## src/rtl/cn_msg_expand.sv

```systemverilog
// ---------------------------------------------------------------------------
// cn_msg_expand
//
// Check-node message expander for the QC-LDPC min-sum decoder. Takes one
// compressed check-node record (min1, min2, argmin index, per-edge signs)
// and regenerates the N check-to-variable messages, one edge per cycle.
//
// Parameters
//   BITS   : c2v message width (two's complement); magnitudes are BITS-1 bits
//   N      : check-node degree (edges per record), N >= 2
//   IDXW   : width of the edge index fields
//   OFFSET : offset-min-sum correction, subtracted from magnitudes, clamped at 0
//
// Ports
//   clk, rst   : clock, synchronous active-high reset
//   in_valid   : record valid
//   in_ready   : record accepted on in_valid && in_ready
//   in_min1    : smallest incoming magnitude
//   in_min2    : second-smallest incoming magnitude
//   in_idx     : edge index that produced min1
//   in_sign    : sign of each incoming v2c message (1 = negative)
//   out_valid  : c2v message valid
//   out_ready  : downstream accepts on out_valid && out_ready
//   out_msg    : signed c2v message for edge out_edge
//   out_edge   : edge number 0..N-1
//   out_last   : high with edge N-1
// ---------------------------------------------------------------------------
module cn_msg_expand #(
    parameter int BITS   = 8,
    parameter int N      = 7,
    parameter int IDXW   = $clog2(N),
    parameter int OFFSET = 0
) (
    input  logic                   clk,
    input  logic                   rst,
    input  logic                   in_valid,
    output logic                   in_ready,
    input  logic [BITS-2:0]        in_min1,
    input  logic [BITS-2:0]        in_min2,
    input  logic [IDXW-1:0]        in_idx,
    input  logic [N-1:0]           in_sign,
    output logic                   out_valid,
    input  logic                   out_ready,
    output logic signed [BITS-1:0] out_msg,
    output logic [IDXW-1:0]        out_edge,
    output logic                   out_last
);

    typedef enum logic [0:0] {
        IDLE   = 1'b0,
        EXPAND = 1'b1
    } state_t;

    localparam logic [IDXW-1:0] LAST_EDGE = IDXW'(N - 1);
    localparam logic [BITS-2:0] OFF_MAG   = (BITS - 1)'(OFFSET);

    // Offset correction on an unsigned magnitude, saturating at zero.
    function automatic logic [BITS-2:0] sub_offset(input logic [BITS-2:0] m);
        return (m > OFF_MAG) ? (m - OFF_MAG) : '0;
    endfunction

    // Attach the sign to a magnitude. Magnitude is at most 2^(BITS-1)-1, so
    // negation never overflows, and negating zero yields plain zero.
    function automatic logic signed [BITS-1:0] apply_sign(input logic s,
                                                          input logic [BITS-2:0] mag);
        logic signed [BITS-1:0] v;
        v = signed'({1'b0, mag});
        return s ? -v : v;
    endfunction

    state_t          state_q, state_d;
    logic [IDXW-1:0] cnt_q,   cnt_d;
    logic [BITS-2:0] min1_q,  min1_d;
    logic [BITS-2:0] min2_q,  min2_d;
    logic [IDXW-1:0] idx_q,   idx_d;
    logic [N-1:0]    sign_q,  sign_d;
    logic            par_q,   par_d;

    logic            last_edge;
    logic            out_hs;
    logic            accept;
    logic [BITS-2:0] mag_sel;
    logic [BITS-2:0] mag;
    logic            msg_sign;

    // State and record registers
    always_ff @(posedge clk) begin
        if (rst) begin
            state_q <= IDLE;
            cnt_q   <= '0;
            min1_q  <= '0;
            min2_q  <= '0;
            idx_q   <= '0;
            sign_q  <= '0;
            par_q   <= 1'b0;
        end else begin
            state_q <= state_d;
            cnt_q   <= cnt_d;
            min1_q  <= min1_d;
            min2_q  <= min2_d;
            idx_q   <= idx_d;
            sign_q  <= sign_d;
            par_q   <= par_d;
        end
    end

    // Next-state and record-load logic
    always_comb begin
        state_d = state_q;
        cnt_d   = cnt_q;
        min1_d  = min1_q;
        min2_d  = min2_q;
        idx_d   = idx_q;
        sign_d  = sign_q;
        par_d   = par_q;

        out_hs = out_valid && out_ready;
        accept = in_valid && in_ready;

        case (state_q)
            IDLE: begin
                if (accept) begin
                    state_d = EXPAND;
                    cnt_d   = '0;
                end
            end
            EXPAND: begin
                if (out_hs) begin
                    if (last_edge) begin
                        cnt_d = '0;
                        // A record accepted alongside the last edge keeps the
                        // expander busy with no bubble.
                        if (!accept) begin
                            state_d = IDLE;
                        end
                    end else begin
                        cnt_d = cnt_q + 1'b1;
                    end
                end
            end
            default: begin
                state_d = IDLE;
                cnt_d   = '0;
            end
        endcase

        if (accept) begin
            min1_d = in_min1;
            min2_d = in_min2;
            idx_d  = in_idx;
            sign_d = in_sign;
            par_d  = ^in_sign;
        end
    end

    // Output logic: everything on out_* comes from registered state only
    always_comb begin
        out_valid = (state_q == EXPAND);
        last_edge = (cnt_q == LAST_EDGE);
        in_ready  = !rst && ((state_q == IDLE) || (out_valid && out_ready && last_edge));

        // An out-of-range idx never matches cnt, so every edge gets min1.
        mag_sel  = (cnt_q == idx_q) ? min2_q : min1_q;
        mag      = sub_offset(mag_sel);
        // Excluding this edge's own sign from the total parity.
        msg_sign = par_q ^ sign_q[cnt_q];

        out_msg  = out_valid ? apply_sign(msg_sign, mag) : '0;
        out_edge = out_valid ? cnt_q : '0;
        out_last = out_valid && last_edge;
    end

endmodule

```

## config.mk

```make
export PLATFORM = sky130hd
export DESIGN_NAME = cn_msg_expand
export DESIGN_NICKNAME = d
export VERILOG_FILES = /design/src/rtl/cn_msg_expand.sv
export SDC_FILE = /design/constraint.sdc
export NUM_CORES = 1
export LEC_CHECK = 0
export ABC_AREA = 0
export ABC_CLOCK_PERIOD_IN_PS = 3900
export CORE_AREA = 2 2 74 76
export CTS_CLUSTER_DIAMETER = 30
export CTS_CLUSTER_SIZE = 25
export DETAILED_ROUTE_END_ITERATION = 16
export DIE_AREA = 0 0 76 78
export PLACE_DENSITY = 0.71
export SKIP_CTS_REPAIR_TIMING = 1
export SLEW_MARGIN = 15
export SYNTH_ARGS = -nofsm -noshare
export SYNTH_HDL_FRONTEND = slang
export SYNTH_SLANG_ARGS = --single-unit
export TNS_END_PERCENT = 100
```

## constraint.sdc

```tcl
create_clock -name clk -period 3.9 [get_ports clk]
set_clock_uncertainty 0.2 [all_clocks]
set_input_delay 0.78 -clock clk [delete_from_list [all_inputs] [get_ports clk]]
set_output_delay 0.78 -clock clk [all_outputs]
set_load 0.1 [all_outputs]
```

==> metrics.md, run 1 <==
| Metric | Value |
|---|---|
| Adder-cell share of the synthesized area | 1.42% |
| Clock-pin slew on the worst setup and hold paths | 60 ps |
| Placed cell count | around 320 |
| Simple-gate share of the synthesized area | 28.4% |
| Post-synthesis xor/xnor area fraction | 7.39% |
| Netlist cell types | 39 |
| Yosys top cell by area | dfxtp_1 |
| CP Cell Sequence | xor2_1 > nor3_4 > mux2i_2 > ha_1 > nor2b_1 > a21oi_1 > mux2i_2 > a21oi_1 > o21ai_1 > buf_12 |
| Die width | 76 µm |
| Design Power | about 0.9 mW |
| Vias in the first global route | about 1,500 |
| Maximum vdd drop | 268 µV |
| Tmin final | 3690 ps |
| RSZ-0062 raised after global routing | false |
| # diodes | 0 |
| Avg Inst Size Synth | 8.00 µm² |
| Row cnt | 26 |
| Worst-Skew Late Latency | 270 ps |
| Nets@finish | 290 |
| Worst path bufs/invs | 1 |
| Syn nets | 250 |
| Synth warnings | 0 |
| DP HPWL | between 3 and 4 mm |
| Complex-gate fraction of the synthesized area | 16.6% |
| Hold Violations, Final | 0 |
| Area grow syn2layout | 39.2% |
| Max stage delay on crit path | 340 ps |
| Number of antenna violations at the first check in global routing | 0 |
| Die Y | 78 µm |
| M2 GR Usage | between 20% and 30% |
| Final Core Density | 48.6% |
| Worst-path maximum fanout | 4 |
| CP top delay family | multiplexers |
| Max Buffers Root-to-Sink | 2 |
| Initial Utilization | 34.9% |
| Layout cell share with drive strength beyond 1 | 15.8% |
| Residual DRC count | 0 |
| Critical path class | reg2out |
| CTS tree | yes |
| Synthesized area | 0.00176 mm² |
| Met1 layer usage reported by global route | a little under a fifth |
| Tcrit/Tclk final | between 90% and 100% |
| Main combinational cell family by area after synthesis | simple AND/OR/NAND/NOR gates |
| CTS Buf Count | 5 |
| DR pass1 iterations | 4 |
| Final wirelength | about 4.1 mm |
| Largest net degree at the start of global routing | 51 |
| Setup violators final | 0 |
| Total GRT Usage | 14.9% |
| Total gr overflow | 0 |
| Routed vias/inst | 4.90 |
| Mux share of post-synthesis cell area | 8.17% |
| Global routing usage on met3 | 3.95% |
| Critical-path top delay cell | dfxtp_1 |
| Commonest non-fill, non-tap cell in the layout | nand2_1 |
| WL/cell | 12.5 µm |
| Reg area | 581 µm² |
| Port Buffer Count | 41 |
| Final std cells w/o fill | 330 |
| Hold slack | 273 ps |
| Initial DRC count | 102 |
| Worst-Margin Slew | 555 ps |
| H-tree depth | 2 |
| Outcome | finished, final reports clean |
| Commonest cells after routing, fill and taps aside | nand2_1 (31), dfxtp_1 (29), o21ai_0 (28) |
| Sequential-to-total area share from yosys stat | 33.0% |
| # fillers | 502 |
| Antenna viol nets, final | 0 |
| Req. time, crit path | 2920 ps |
| I/O pins | 42 |
| Routability cong. | between 0.8 and 0.9 |
| Synth top area share | roughly a third |
| First-pass GRT wire length | roughly 7.0 mm |
| Vias | 1,616 |
| Cells after Synth | 220 |
| Max frequency | 271 MHz |
| Worst setup EP type | output port |
| Root buffer cell | clkbuf_8 |
| Area taken by multi-input logic gates | 0.00114 mm² |
| Die ar. | between 0.005 and 0.006 mm² |
| Pwr Density | about 370 mW/mm² |
| DP Area | roughly 0.0024 mm² |
| Worst Hold Class | reg2reg |
| Max_slew headroom | between 60% and 70% |
| Clock sink count | 29 |
| Fin area | 0.00245 mm² |
| Pins over their slew limit | 0 |
| Arr. time, crit path | ~2700 ps |
| Area of the core | 0.00504 mm² |
| Largest cells by area after synthesis | dfxtp_1 (33%), nand2b_1 (8.5%), o21ai_0 (8.2%), nand2_1 (6.6%), mux2i_1 (6.3%) |
| Max-cap violations | 0 |
| Leakage | 0.885 nW |
| Setup crit start kind | flop |
| Yosys reg bits | 29 |
| GR peak layer | met2 |
[cells in the mapped netlist, drive strengths merged]
cell / n
a21oi: 9
or3: 2
clkbuf: 10
nor3: 11
nand4b: 1
mux2i: 11
o21ai: 29
mux2: 1
a211oi: 2
nor4: 3
and2: 4
nor3b: 1
and3: 1
dfxtp: 29
ha: 2
xnor2: 8
o21a: 1
a31oi: 2
a311o: 1
inv: 3
nand4bb: 1
nor2b: 1
nand2b: 25
nand2: 31
nor2: 7
nand3: 1
xor2: 6
a21boi: 2
or4: 1
nand4: 3
buf: 5
mux4: 1
a2111o: 1
o31ai: 4
[worst paths after layout]
check | startpoint | end | slack, ps | depth (start not counted)
worst max-delay path | idx_q[2] | out_msg[5] | 210 | 10
worst min-delay path | sign_q[4] | sign_q[4] | 270 | 2
worst max register to register | cnt_q[1] | idx_q[0] | 1840 | 6
worst min register to register | sign_q[4] | sign_q[4] | 270 | 2
[logic make-up after synthesis]
kind of cell / after synthesis
muxes: 13
adders and majority gates: 2
DFF: 29
and+or+nand+nor: 93
buffers and inverters: 18
xor gates and xnor gates: 14
AOI/OAI and AO/OA: 51
[sequential cells by signal, summed over array words and instances (netlist names)]
signal,count
min1_q,7
sign_q,7
idx_q,3
min2_q,7
out_valid,1
par_q,1
cnt_q,3
[routing by layer]
metal	vias to the layer above	wire length, µm
li1	842	-
met1	733	2000
met2	39	1950
met3	2	164
met4	0	34
met5	-	0
[power breakdown]
part	leakage [nW]	switching, mW	internal [mW]
Clock	0.0443	0.103	0.139
Sequential	0.238	0.0224	0.317
Combinational	0.603	0.182	0.138
Total	0.885	0.308	0.595
[layout make-up]
| type | count | area share (%) |
|---|---|---|
| tap | 70 | 3.57 |
| inverter | 3 | 0.459 |
| timing repair buffer | 48 | 22.1 |
| sequential | 29 | 23.7 |
| clock buffer | 7 | 3.52 |
| multi-input combinational | 173 | 46.7 |
[stage by stage]
stage,setup slack (ps),TNS (ps)
4_1_cts,136,0
5_1_grt,9.48,0
3_3_place_gp,531,0
2_1_floorplan,-651,-973
3_5_place_dp,446,0
6_report,212,0
[worst min-delay path, stage by stage, from the launching register on]
cell and delay [ps]:
dfxtp_1 300, nand2b_1 60, o21ai_0 60
Power figures use the tool's default switching activity.
==> run 2, diff against run 1 <==
--- a/config.mk
+++ b/config.mk
@@ -8,11 +8,13 @@
 export ABC_AREA = 0
 export ABC_CLOCK_PERIOD_IN_PS = 3900
 export CORE_AREA = 2 2 74 76
+export CTS_BUF_LIST = sky130_fd_sc_hd__clkbuf_8 sky130_fd_sc_hd__clkbuf_16
 export CTS_CLUSTER_DIAMETER = 30
 export CTS_CLUSTER_SIZE = 25
 export DETAILED_ROUTE_END_ITERATION = 16
 export DIE_AREA = 0 0 76 78
 export PLACE_DENSITY = 0.71
+export SETUP_SLACK_MARGIN = 0.05
 export SKIP_CTS_REPAIR_TIMING = 1
 export SLEW_MARGIN = 15
 export SYNTH_ARGS = -nofsm -noshare
==> run 2 against run 1 <==
Against the previous run:
- fmax is essentially flat
- sequential share of layout area shrank 0.70 points
- global-route usage grew 0.15 points
- first-iteration DRC count shrank 16%
- sequential power is essentially flat
- cell count grew 0.61%
- register-to-register slack lost 80 ps
- total power grew 1.7%
- highest routed layer unchanged
==> metrics.md, run 2 (synthesized netlist as in run 1, its figures left out) <==
| Metric | Value |
|---|---|
| Outcome | finished, final reports clean |
| Setup TNS | 0 ps (unchanged) |
| DP HPWL | 3.05 mm (+0.12%) |
| Initial Utilization | 34.9% (unchanged) |
| Die width | 76 µm (unchanged) |
| H-tree depth | 2 (unchanged) |
| Row cnt | 26 (unchanged) |
| Largest net degree at the start of global routing | 51 (unchanged) |
| M2 GR Usage | 25.1% (+0.71 points) |
| Setup violators final | 0 (unchanged) |
| Vias in the first global route | 1,578 (+2.7%) |
| RSZ-0062 raised after global routing | false |
| Global routing usage on met3 | 3.37% (-0.58 points) |
| Nets@finish | 292 (+0.69%) |
| Biggest regs | min1_q x7, min2_q x7, sign_q x7 |
| Worst-path maximum fanout | 5 (+1) |
| Area of the core | 0.00504 mm² (unchanged) |
| Final Core Density | 50.1% (+1.5 points) |
| I/O pins | 42 (unchanged) |
| Tcrit/Tclk final | 94.6% (about the same) |
| Hold path start | sign_q[2] |
| Max_slew headroom | 58.3% (-4.4 points) |
| Pwr Density | 363 mW/mm² (-1.3%) |
| Initial DRC count | 86 (-16%) |
| Total gr overflow | 0 (unchanged) |
| Hold Path End | sign_q[2] |
| Maximum vdd drop | 192 µV (-28%) |
| Number of antenna violations at the first check in global routing | 0 (unchanged) |
| Max-cap violations | 0 (unchanged) |
| Pins over their slew limit | 0 (unchanged) |
| Worst-Skew Late Latency | 280 ps (about the same) |
| Critical path class | reg2out |
| Die Y | 78 µm (unchanged) |
| Leakage | 0.907 nW (+2.5%) |
| Residual DRC count | 0 (unchanged) |
| Clock sink count | 29 (unchanged) |
| GR peak layer | met2 |
| Hold Violations, Final | 0 (unchanged) |
| Reg2reg setup slack | 1760 ps (-80 ps) |
| Commonest non-fill, non-tap cell in the layout | nand2_1 |
| Hold depth | 2 (unchanged) |
| Arr. time, crit path | 2710 ps (about the same) |
| Max Buffers Root-to-Sink | 2 (unchanged) |
| Root buffer cell | clkbuf_8 |
| Commonest cells after routing, fill and taps aside | nand2_1 (31), dfxtp_1 (29), o21ai_0 (28) |
| Worst Hold Class | reg2reg |
| Worst setup EP type | output port |
| Tmin final | 3690 ps (+0.557 ps) |
| Final wirelength | 4.08 mm (-1.4%) |
| Hold slack | 274 ps (+1.46 ps) |
| # diodes | 0 (unchanged) |
| Cells on worst reg2reg path | 6 (unchanged) |
| Max frequency | 271 MHz (about the same) |
| Routability cong. | 0.911 (+8.7%) |
| Fin area | 0.00253 mm² (+3.1%) |
| Req. time, crit path | 2920 ps (about the same) |
| DP Area | 0.00241 mm² (+2.2%) |
| Total GRT Usage | 15.0% (+0.15 points) |
| Clock-pin slew on the worst setup and hold paths | 60 ps (about the same) |
| Die ar. | 0.00593 mm² (unchanged) |
| Reg2reg start | cnt_q[1] |
| WL/cell | 12.3 µm (-1.9%) |
| First-pass GRT wire length | 7.18 mm (+1.9%) |
| Worst-Margin Slew | 620 ps (+65.1 ps) |
| Antenna viol nets, final | 0 (unchanged) |
| FF-to-FF End | min2_q[1] |
| Layout cell share with drive strength beyond 1 | 18.7% (+2.9 points) |
| Routed vias/inst | 4.85 (-0.97%) |
| CTS Buf Count | 5 (unchanged) |
| Vias | 1,610 (-0.37%) |
| Area grow syn2layout | 43.5% |
| Port Buffer Count | 41 (unchanged) |
| CTS tree | yes |
| DR pass1 iterations | 4 (unchanged) |
| Met1 layer usage reported by global route | 18.6% (-0.21 points) |
| Setup crit start kind | flop |
## run 2: area by class of cell
cell class / count / area, µm²
Clock buffer: 6 / 82.6
Clock inverter: 1 / 3.75
Fill cell: 487 / 2520
Inverter: 3 / 11.3
Multi-Input combinational cell: 173 / 1200
Sequential cell: 29 / 581
Tap cell: 70 / 87.6
Timing Repair Buffer: 50 / 556
## run 2: layer usage
layer	up-vias	share of wire, %
li1	847	-
met3	5	3.9
met1	717	45
met5	-	0
met4	0	1.8
met2	41	49
## run 2: power breakdown
part / internal [mW] / switching (mW)
Clock: 0.137 / 0.102
Sequential: 0.317 / 0.0241
Combinational: 0.148 / 0.190
## run 2: critical path, cell delays in order, from the launching register on
cell     delay, ps
dfxtp_1        340
xor2_1         200
nor3_4         330
mux2i_4        320
ha_2           230
nor2b_4        150
a21oi_2         70
mux2i_4        230
a21oi_1        100
o21ai_1        230
buf_12         210
## run 2: how the worst max path moves through the flow
stage	end	startpoint
after floorplan	out_msg[5]	cnt_q[1]
after global routing	out_msg[5]	idx_q[0]
after detailed placement	out_msg[5]	cnt_q[1]
after global placement	out_msg[5]	cnt_q[1]
after CTS	out_msg[5]	cnt_q[1]
final	out_msg[5]	idx_q[2]
## run 2: metrics by stage
step	power, mW	setup slack, ps	cells
CTS	0.916	45.9	329
global route	0.966	45.0	332
global placement	0.669	419	322
floorplan	0.573	-646	220
detailed placement	0.674	353	322
finish	0.918	211	332
==> run 3, diff against run 2 <==
--- a/config.mk
+++ b/config.mk
@@ -10,11 +10,11 @@
 export CORE_AREA = 2 2 74 76
 export CTS_BUF_LIST = sky130_fd_sc_hd__clkbuf_8 sky130_fd_sc_hd__clkbuf_16
 export CTS_CLUSTER_DIAMETER = 30
-export CTS_CLUSTER_SIZE = 25
+export CTS_CLUSTER_SIZE = 28
 export DETAILED_ROUTE_END_ITERATION = 16
 export DIE_AREA = 0 0 76 78
 export PLACE_DENSITY = 0.71
-export SETUP_SLACK_MARGIN = 0.05
+export SETUP_SLACK_MARGIN = 0.1
 export SKIP_CTS_REPAIR_TIMING = 1
 export SLEW_MARGIN = 15
 export SYNTH_ARGS = -nofsm -noshare
==> run 3 against run 2 <==
Against the previous run:
- register-to-register slack improved by 50 ps
- cell area up 0.50%
- non-clock buffer count increased by 1
- total power decreased by 0.73%
- clock-buffer cell count down 1
- sequential share of layout area down 0.064 points
- wire length about the same
- largest power group is now combinational logic
==> metrics.md, run 3 (synthesized netlist as in run 1, its figures left out) <==
| Metric | Value |
|---|---|
| Max-cap violations | 0 (unchanged) |
| Biggest regs | min1_q x7, min2_q x7, sign_q x7 |
| CTS Buf Count | 5 (unchanged) |
| Worst path bufs/invs | 2 (+1) |
| Port Buffer Count | 41 (unchanged) |
| Tcrit/Tclk final | 94.7% (+0.13 points) |
| WL/cell | 12.2 µm (-0.57%) |
| Max Buffers Root-to-Sink | 2 (unchanged) |
| Residual DRC count | 0 (unchanged) |
| Vias in the first global route | 1,541 (-2.3%) |
| Row cnt | 26 (unchanged) |
| CP top delay family | compound AO/OA/AOI/OAI gates |
| Total gr overflow | 0 (unchanged) |
| Root buffer cell | clkbuf_8 |
| I/O pins | 42 (unchanged) |
| Critical-path top delay cell | a2111o_1 |
| RSZ-0062 raised after global routing | true |
| Fin area | 0.00254 mm² (+0.50%) |
| Initial Utilization | 34.9% (unchanged) |
| Worst setup EP type | output port |
| DR pass1 iterations | 4 (unchanged) |
| Die ar. | 0.00593 mm² (unchanged) |
| Area of the core | 0.00504 mm² (unchanged) |
| Vias | 1,613 (+0.19%) |
| Placed cell count | 322 (unchanged) |
| Clock sink count | 29 (unchanged) |
| Total GRT Usage | 14.5% (-0.48 points) |
| First-pass GRT wire length | 6.89 mm (-4.0%) |
| Worst-Skew Late Latency | 280 ps (about the same) |
| # fillers | 505 (+3.7%) |
| Die Y | 78 µm (unchanged) |
| Setup crit start kind | flop |
| Req. time, crit path | 2920 ps (about the same) |
| Arr. time, crit path | 2710 ps (about the same) |
| Area grow syn2layout | 44.2% |
| # diodes | 0 (unchanged) |
| Max_slew headroom | 62.8% (+4.5 points) |
| Critical path class | reg2out |
| Commonest cells after routing, fill and taps aside | nand2_1 (31), o21ai_0 (28), dfxtp_1 (28) |
| CTS tree | yes |
| Pwr Density | 359 mW/mm² (-1.2%) |
| Outcome | finished, final reports clean |
| Nets@finish | 293 (+0.34%) |
| Final std cells w/o fill | 334 (+0.60%) |
| Antenna viol nets, final | 0 (unchanged) |
| Worst-path maximum fanout | 3 (-2) |
| Maximum vdd drop | 226 µV (+17%) |
| Die width | 76 µm (unchanged) |
| Worst-Margin Slew | 557 ps (-62.3 ps) |
| Hold Violations, Final | 0 (unchanged) |
| Initial DRC count | 78 (-9.3%) |
| H-tree depth | 2 (unchanged) |
| Routed vias/inst | 4.83 (-0.41%) |
| Layout cell share with drive strength beyond 1 | 20.1% (+1.4 points) |
| Pins over their slew limit | 0 (unchanged) |
| Commonest non-fill, non-tap cell in the layout | nand2_1 |
| Max stage delay on crit path | 380 ps (+40 ps) |
| DP HPWL | 3.11 mm (+1.8%) |
| DP Area | 0.00242 mm² (+0.36%) |
| Routability cong. | 0.833 (-8.6%) |
| Number of antenna violations at the first check in global routing | 0 (unchanged) |
| Setup violators final | 0 (unchanged) |
| Tmin final | 3690 ps (+5.05 ps) |
| Max frequency | 271 MHz (-0.14%) |
| CP Cell Sequence | xor2_1 > nor3_4 > mux2i_4 > ha_2 > nor2b_4 > a21oi_1 > mux2i_2 > buf_4 > a2111o_1 > o21ai_2 > buf_12 |
| Final wirelength | 4.09 mm (about the same) |
| Leakage | 0.916 nW (+0.95%) |
| Worst Hold Class | reg2reg |
| Largest net degree at the start of global routing | 51 (unchanged) |
| Clock-pin slew on the worst setup and hold paths | 60 ps (about the same) |
## run 3: worst paths after layout
check                           startpoint         end  slack (ps)  depth (start not counted)
worst min-delay path             sign_q[1]   sign_q[1]         280                          2
worst min register to register   sign_q[1]   sign_q[1]         280                          2
worst max register to register    cnt_q[1]   sign_q[4]        1810                          6
worst max-delay path              idx_q[2]  out_msg[5]         210                         11
## run 3: worst reg2reg max path: cells and delay by family, from the launching register on
kind | cells | cell delay, ps
simple gates | 2 | 300
compound gates | 2 | 500
flops | 1 | 370
buf+inv | 2 | 590
## run 3: metrics by stage
step           total power [mW]  TNS, ps  utilization [%]  hold slack, ps  setup WS [ps]
2_1_floorplan             0.579     -296                -             249           -194
3_3_place_gp              0.675        0             47.9             262            470
3_5_place_dp              0.680        0             47.9             273            380
4_1_cts                   0.911        0             49.6             285           71.3
5_1_grt                   0.961        0             50.3             307           52.6
6_report                  0.911        0             50.3             280            206
## run 3: power by group
part | switching, mW | internal (mW) | leakage [nW]
clock network | 0.107 | 0.120 | 0.0491
registers | 0.0239 | 0.317 | 0.239
logic | 0.192 | 0.152 | 0.628
## run 3: per-layer routing
metal	vias up	GRT usage, %	part of all wire, %
met3	7	3.72	4.6
met2	41	24.4	48
met5	-	0	0
met1	720	17.5	45
li1	845	-	-
met4	0	6.73	2.4
## run 3: layout make-up
| cell class | instances | area, µm² | share of cell area [%] |
|---|---|---|---|
| multi-input cells | 173 | 1210 | 47.8 |
| well taps | 70 | 87.6 | 3.45 |
| clock inverters | 3 | 13.8 | 0.542 |
| repair buffers | 51 | 563 | 22.2 |
| clock buffers | 5 | 68.8 | 2.71 |
| inverters | 3 | 11.3 | 0.444 |
| flip-flops and latches | 29 | 582 | 22.9 |
